**src/rtl/addr_mode_sequencer.sv**
```systemverilog
// Effective-address sequencer for the 6502 core: fetches operand/pointer bytes over a
// req/ack read port, applies X/Y indexing with page-cross fix-up, and pulses the final EA.
module addr_mode_sequencer #(
    parameter int ADDR_W       = 16,
    parameter int ZP_WRAP      = 1,
    parameter int PAGE_PENALTY = 1,
    parameter int IND_BUG      = 1
) (
    input  logic              clk,
    input  logic              rst,
    input  logic              clk_enable,
    input  logic              start,
    input  logic [3:0]        mode,
    input  logic              store_op,
    input  logic [7:0]        index_x,
    input  logic [7:0]        index_y,
    input  logic [ADDR_W-1:0] pc_in,
    output logic              ready,
    output logic              pc_inc,
    output logic              mem_req,
    output logic [ADDR_W-1:0] mem_addr,
    input  logic              mem_ack,
    input  logic [7:0]        mem_rdata,
    output logic [ADDR_W-1:0] ea,
    output logic              ea_valid,
    output logic              page_cross,
    output logic              mode_err
);

    typedef enum logic [3:0] {
        S_IDLE, S_FETCH_LO, S_FETCH_HI, S_INDEX, S_PTR_LO, S_PTR_HI, S_FIXUP, S_DONE, S_ERR
    } state_t;

    localparam logic [3:0] M_IMP   = 4'd0;
    localparam logic [3:0] M_IMM   = 4'd1;
    localparam logic [3:0] M_ZPG   = 4'd2;
    localparam logic [3:0] M_ZPG_X = 4'd3;
    localparam logic [3:0] M_ZPG_Y = 4'd4;
    localparam logic [3:0] M_ABS   = 4'd5;
    localparam logic [3:0] M_ABS_Y = 4'd7;
    localparam logic [3:0] M_IND_X = 4'd8;
    localparam logic [3:0] M_IND_Y = 4'd9;
    localparam logic [3:0] M_IND   = 4'd10;

    state_t      state_q, state_d;
    logic [3:0]  mode_q, mode_d;
    logic        store_q, store_d;
    logic [7:0]  x_q, x_d, y_q, y_d;
    logic [7:0]  lo_q, lo_d;
    logic [15:0] base_q, base_d;
    logic [15:0] sum_q, sum_d;
    logic        cross_q, cross_d;
    logic [15:0] ea_q, ea_d;

    logic        fetch_st, xfer, fixup_needed, hi_wrap;
    logic [7:0]  idx;
    logic [8:0]  zp_sum;
    logic [15:0] pc16, abs_word, ptr_word, ptr_hi_addr, result;
    logic        res_cross;

    assign pc16     = pc_in[15:0];
    assign fetch_st = (state_q == S_FETCH_LO) || (state_q == S_FETCH_HI);
    assign mem_req  = fetch_st || (state_q == S_PTR_LO) || (state_q == S_PTR_HI);
    assign xfer     = mem_req & mem_ack & clk_enable;

    assign idx    = (mode_q == M_ZPG_Y || mode_q == M_ABS_Y || mode_q == M_IND_Y) ? y_q : x_q;
    // lo_q holds the operand low byte in FETCH_HI and the pointer low byte in PTR_HI,
    // so this carry is the page-cross flag in both places.
    assign zp_sum       = {1'b0, lo_q} + {1'b0, idx};
    assign fixup_needed = store_q | ((PAGE_PENALTY != 0) & zp_sum[8]);
    assign abs_word     = {mem_rdata, lo_q};
    assign ptr_word     = {mem_rdata, lo_q};

    assign hi_wrap     = (mode_q == M_IND_X) || (mode_q == M_IND_Y && ZP_WRAP != 0) ||
                         (mode_q == M_IND && IND_BUG != 0);
    assign ptr_hi_addr = hi_wrap ? {base_q[15:8], base_q[7:0] + 8'd1} : base_q + 16'd1;

    always_comb begin
        // NOTE: every variable gets a default first so no path leaves one unassigned (no latches).
        state_d   = state_q;
        mode_d    = mode_q;
        store_d   = store_q;
        x_d       = x_q;
        y_d       = y_q;
        lo_d      = lo_q;
        base_d    = base_q;
        sum_d     = sum_q;
        cross_d   = cross_q;
        ea_d      = ea_q;
        result    = 16'h0000;
        res_cross = 1'b0;

        if (clk_enable) begin
            unique case (state_q)
                S_IDLE: if (start) begin
                    mode_d  = mode;
                    store_d = store_op;
                    x_d     = index_x;
                    y_d     = index_y;
                    if (mode == M_IMP) begin
                        state_d = S_DONE;
                    end else if (mode == M_IMM) begin
                        result  = pc16;
                        state_d = S_DONE;
                    end else if (mode > M_IND) begin
                        state_d = S_ERR;
                    end else begin
                        state_d = S_FETCH_LO;
                    end
                end
                S_FETCH_LO: if (xfer) begin
                    lo_d = mem_rdata;
                    if (mode_q == M_ZPG) begin
                        result  = {8'h00, mem_rdata};
                        state_d = S_DONE;
                    end else if (mode_q == M_ZPG_X || mode_q == M_ZPG_Y || mode_q == M_IND_X) begin
                        state_d = S_INDEX;
                    end else if (mode_q == M_IND_Y) begin
                        base_d  = {8'h00, mem_rdata};
                        state_d = S_PTR_LO;
                    end else begin
                        state_d = S_FETCH_HI;
                    end
                end
                S_INDEX: begin
                    if (mode_q == M_IND_X) begin
                        base_d  = {8'h00, zp_sum[7:0]};
                        state_d = S_PTR_LO;
                    end else begin
                        result  = (ZP_WRAP != 0) ? {8'h00, zp_sum[7:0]} : {7'h00, zp_sum};
                        state_d = S_DONE;
                    end
                end
                S_FETCH_HI: if (xfer) begin
                    if (mode_q == M_IND) begin
                        base_d  = abs_word;
                        state_d = S_PTR_LO;
                    end else if (mode_q == M_ABS) begin
                        result  = abs_word;
                        state_d = S_DONE;
                    end else begin
                        result    = abs_word + {8'h00, idx};
                        res_cross = zp_sum[8];
                        state_d   = fixup_needed ? S_FIXUP : S_DONE;
                    end
                end
                S_PTR_LO: if (xfer) begin
                    lo_d    = mem_rdata;
                    state_d = S_PTR_HI;
                end
                S_PTR_HI: if (xfer) begin
                    if (mode_q == M_IND_Y) begin
                        result    = ptr_word + {8'h00, idx};
                        res_cross = zp_sum[8];
                        state_d   = fixup_needed ? S_FIXUP : S_DONE;
                    end else begin
                        result  = ptr_word;
                        state_d = S_DONE;
                    end
                end
                S_FIXUP: begin
                    result    = sum_q;
                    res_cross = cross_q;
                    state_d   = S_DONE;
                end
                S_DONE:  state_d = S_IDLE;
                S_ERR:   state_d = S_IDLE;
                default: state_d = S_IDLE;
            endcase
        end

        // The visible EA only changes on the edge that enters DONE.
        if (state_d == S_FIXUP && state_q != S_FIXUP) begin
            sum_d   = result;
            cross_d = res_cross;
        end
        if (state_d == S_DONE && state_q != S_DONE) begin
            ea_d    = result;
            cross_d = res_cross;
        end
    end

    always_ff @(posedge clk) begin
        // NOTE: non-blocking assignments so every flop samples the pre-edge values.
        if (rst) begin
            state_q <= S_IDLE;
            mode_q  <= 4'h0;
            store_q <= 1'b0;
            x_q     <= 8'h00;
            y_q     <= 8'h00;
            lo_q    <= 8'h00;
            base_q  <= 16'h0000;
            sum_q   <= 16'h0000;
            cross_q <= 1'b0;
            ea_q    <= 16'h0000;
        end else begin
            state_q <= state_d;
            mode_q  <= mode_d;
            store_q <= store_d;
            x_q     <= x_d;
            y_q     <= y_d;
            lo_q    <= lo_d;
            base_q  <= base_d;
            sum_q   <= sum_d;
            cross_q <= cross_d;
            ea_q    <= ea_d;
        end
    end

    assign ready      = (state_q == S_IDLE);
    assign pc_inc     = (fetch_st & mem_ack) | ((state_q == S_DONE) & (mode_q == M_IMM));
    assign mem_addr   = fetch_st                ? pc_in :
                        (state_q == S_PTR_LO)   ? ADDR_W'(base_q) :
                        (state_q == S_PTR_HI)   ? ADDR_W'(ptr_hi_addr) : '0;
    assign ea         = ADDR_W'(ea_q);
    assign ea_valid   = (state_q == S_DONE);
    assign page_cross = (state_q == S_DONE) & cross_q;
    assign mode_err   = (state_q == S_ERR);

endmodule
```
**config.mk**
```make
export PLATFORM = sky130hd
export DESIGN_NAME = addr_mode_sequencer
export DESIGN_NICKNAME = d
export VERILOG_FILES = /design/src/rtl/addr_mode_sequencer.sv
export SDC_FILE = /design/constraint.sdc
export NUM_CORES = 1
export LEC_CHECK = 0
export ABC_AREA = 1
export CAP_MARGIN = 10
export CELL_PAD_IN_SITES_DETAIL_PLACEMENT = 1
export CELL_PAD_IN_SITES_GLOBAL_PLACEMENT = 2
export CORE_ASPECT_RATIO = 0.6
export CORE_MARGIN = 3
export CORE_UTILIZATION = 32
export CTS_BUF_LIST = sky130_fd_sc_hd__clkbuf_2
export DETAILED_ROUTE_END_ITERATION = 8
export GPL_TIMING_DRIVEN = 0
export PLACE_DENSITY = 0.95
export SYNTH_ARGS = -nofsm -noshare
export SYNTH_HDL_FRONTEND = slang
export SYNTH_SLANG_ARGS = --single-unit
```
**constraint.sdc**
```tcl
create_clock -name clk -period 6.7 [get_ports clk]
set_clock_uncertainty 0.15 [all_clocks]
set_input_delay 0.67 -clock clk [delete_from_list [all_inputs] [get_ports clk]]
set_output_delay 0.67 -clock clk [all_outputs]
set_load 0.005 [all_outputs]
```
==> run summary <==
The via count of the first global-routing pass is 6,125. After floorplanning, the core was sized to cover roughly 0.016 mm2. The netlist area before placement came out at approximately 0.0054 mm2. The count of endpoints failing setup in the final report is 0. The kind of capture point of the worst setup path is a register. Hold repair after CTS inserted 0 buffers. The number of I/O port buffers is 85. The ratio of total power to cell area came out at approximately 150 mW/mm2. The xor and xnor area share after synthesis came out at 1.64%. The arrival time at the worst endpoint is approximately 4.7 ns. Fill cells in the final layout number around 2,100.

The cell area after placement came out at 0.00648 mm2. The wire length of the first global-routing pass came out at between 30,000 and 40,000 um. The I/O pin total came out at slightly below 90. The final critical-path required period is around 4.3 ns. In the final timing run, aggregate negative setup slack is 0 ns. The area share of fa/ha/maj cells after synthesis came out at under 10%. The max-slew headroom at the worst pin came out at between 40% and 50%. From left edge to right edge, the die measures between 150 and 200 um.

In this run, CTS created clock tree buffers numbering 9. The pre-antenna-repair detailed-routing pass consisted of 5 iterations. The number of H-tree branching levels is 3.

The buffers plus inverters on the worst setup path is 4. The aggregate global-route resource usage is ~24%. The total die area is 0.0184 mm2. The maximum single-stage delay on the critical path came out at approximately 0.42 ns. The initial antenna violation count is 0. The run finished with clean final reports. Broken down by cell family, the worst path's largest delay share belongs to simple AND/OR/NAND/NOR gates. The max-slew violation total from the final report came out at 0. The largest individual stage delay along the critical path comes from the cell clkbuf_1.

For this run, the post-layout net count is about 1,000. The path class of the tightest hold or removal check is input pin to register. The growth of design area from synthesis to finish is 23.5%. The cell area after layout is 0.00661 mm2. Post-CTS repair changed the size of 0 cells. The tool flagged a number of max-cap violations equal to 0. The average instance in the mapped netlist occupies 6.28 um2.

The final weighted congestion in routability-driven placement came out at ~0.95. The final hold violation count is 0. Traced cell by cell, the critical path runs through inv_1, nand2_1, nor2_2, inv_1, o211ai_1, clkbuf_1, o21ai_0, ha_1, fa_1, nand3_1, nand3_1, nand2_1, nand4_1, nand4_1, nand2_1, nand2_1, a21oi_1, nand2_1, buf_2, nand3_1, nand2_1, nor2_1. Among the stages of the critical path, the cell type that occurs most often is nand2_1.

The critical path starts at mode_q[2]. The complex-gate fraction of the synthesized area came out at between 20% and 30%. The main combinational cell family by area after synthesis is simple AND/OR/NAND/NOR gates. At the pin with the least slew margin, the transition time is approximately 0.79 ns. The floorplan die height came out at about 110 um. The antenna diode count came out at 0. The global route total overflow came out at 0.

The number of core rows came out at 35. The first-iteration detailed-routing DRC count is 546. The post-detailed-route DRC marker count is 0. Setup repair after global routing left no endpoint under its margin. After detailed routing, the average wire length per cell comes to roughly 19 um. For this block, the routed nets add up to 22,200 um of wire. The final route contains a little over 6,000 vias. TritonCTS built the clock tree. The share of layout cells above drive strength 1 is under 10%. The startpoint of the tightest hold check path is rst. Once the floorplan was initialized, standard cells occupied about a third of the core.

Clock tree synthesis selected as its root buffer the cell clkbuf_2. At the later pin of the worst-skew pair, clock insertion delay measures approximately 0.58 ns. The clock net sink count came out at 82. The post-route antenna net violation count came out at 0. The area fraction in and, or, nand and nor cells after synthesis is 31.9%.

The nature of the critical path startpoint is a register. The count of state elements after synthesis came out at slightly above 80. In the finished design, the share of the clock period the worst path needs comes to between 60 and 70%. STA puts the critical path data required time at 7.04 ns. Dividing the detail-routed via count by the number of cells gives ~5.2. The worst ir drop on vdd came out at 0.000101 V. The launch point of the worst reg-to-reg path is mode_q[2].

The achievable clock frequency came out at about 230 MHz. The number of distinct library cell variants in the gate-level netlist after synthesis is around 50. The gate count after technology mapping came out at approximately 850. The number of buffers on the longest clock path came out at 2. The number of warnings issued by yosys came out at 0. After legalization and detailed placement, the total HPWL measured 18,100 um. The post-CTS setup buffer count is 0. Of the post-synthesis cell area, the part taken by muxes is 0%.

Entering global routing, the biggest net connects 17 pins. The maximum fanout along the worst path is 10. The clock-pin slew reported for the worst setup and hold paths after clock tree synthesis is 0.29 ns. The worst setup path is of the register to register kind.

The share of the Yosys chip area taken by registers is about 30%. Synthesis produced a netlist with a net count of around 910. The analysis attributes to cell leakage a power of between 2 and 3 nW.
per-layer routing:
layer / track usage (%) / share of wire [%] / wire length [um] / vias up
met5: 0 / 0 / 0 / -
met4: 4.62 / 1.1 / 247 / 0
met3: 6.50 / 9.1 / 2020 / 19
met2: 34.0 / 38 / 8510 / 213
met1: 36.1 / 52 / 11500 / 2891
li1: - / - / - / 3015
worst paths after layout:
check	to	slack (ns)	cells past startpoint
max	cross_q	2.36	22
min	base_q[8]	0.27	2
max reg2reg	cross_q	2.36	22
min reg2reg	x_q[4]	0.32	2
cell usage after synthesis, drive strengths merged:
library cell  count  area (um2)
dfxtp            82        1640
o211ai           11        82.6
a211oi            8        60.1
a31o              1        8.76
o22ai            12        75.1
a21oi            82         410
or2               1        6.26
a22oi            13        97.6
ha               10         125
o32ai             1        8.76
buf              12        77.6
a31oi             2        12.5
clkbuf           22        82.6
nor2            118         473
fa                1        20.0
nor4              1        6.26
nand2           219         855
nand3            53         283
nor3b             1        12.5
nand4             5        31.3
a21o              1        7.51
o21bai            2        15.0
o21ai            62         322
o311ai            1        8.76
inv              97         367
a21boi            1        7.51
a221oi            4        35.0
clkinv            2        8.75
o31ai             2        15.0
xor2             10        87.6
nor3              8        40.0
a32o              1        10.0
o221ai            6        52.6
a32oi             1        8.76
through the flow:
stage                     worst slack (ns)  power [mW]  utilization [%]  std cells  hold WS, ns
after floorplan                       3.42       0.630                -        853        0.275
after global placement                2.49       0.729             40.9       1160        0.290
after detailed placement              2.45       0.732             40.9       1160        0.297
after CTS                             2.40        1.03             41.7       1176        0.237
after global routing                  1.92        1.08             41.7       1176        0.229
final                                 2.36        1.02             41.7       1176        0.271
layout by cell type, fill, tap and decap left out, types with 9 or more instances in the layout:
| master | n |
|---|---|
| xor2_1 | 10 |
| nor2_2 | 9 |
| o21ai_0 | 54 |
| a22oi_1 | 13 |
| nand2_1 | 210 |
| clkbuf_2 | 9 |
| a21oi_1 | 82 |
| o211ai_1 | 11 |
| clkbuf_1 | 22 |
| ha_1 | 10 |
| nor2_1 | 108 |
| clkdlybuf4s50_1 | 85 |
| o22ai_1 | 12 |
| nand3_1 | 51 |
| inv_1 | 89 |
| dfxtp_1 | 82 |
registers in the layout (all words and copies together) (netlist names):
signal,flops
sum_q,16
lo_q,8
store_q,1
state_q,4
ea,16
y_q,8
cross_q,1
mode_q,4
base_q,16
x_q,8
final cells by class:
cell class	instances	area, um2	share of cell area, %
inverter	99	375	5.68
buffer	34	160	2.42
clock inverter	7	82.6	1.25
multi-input combinational	638	3180	48.1
sequential	82	1640	24.8
timing repair buffer	85	851	12.9
clock buffer	9	45.0	0.681
tap	222	278	4.20
cell families (layout without fill, tap and decap cells):
group,count (synthesis),count (layout)
and+or+nand+nor,406,406
buffers and inverters,133,234
DFF,82,82
xor gates and xnor gates,10,10
AOI/OAI and AO/OA,211,211
adders and majority gates,11,11
where the power goes:
group / internal (mW) / switching [mW] / total [mW]
logic: 0.0776 / 0.135 / 0.213
registers: 0.505 / 0.00989 / 0.514
clock network: 0.0926 / 0.204 / 0.297
total: 0.675 / 0.349 / 1.02
Note: power is estimated with default switching activity, not from simulation.
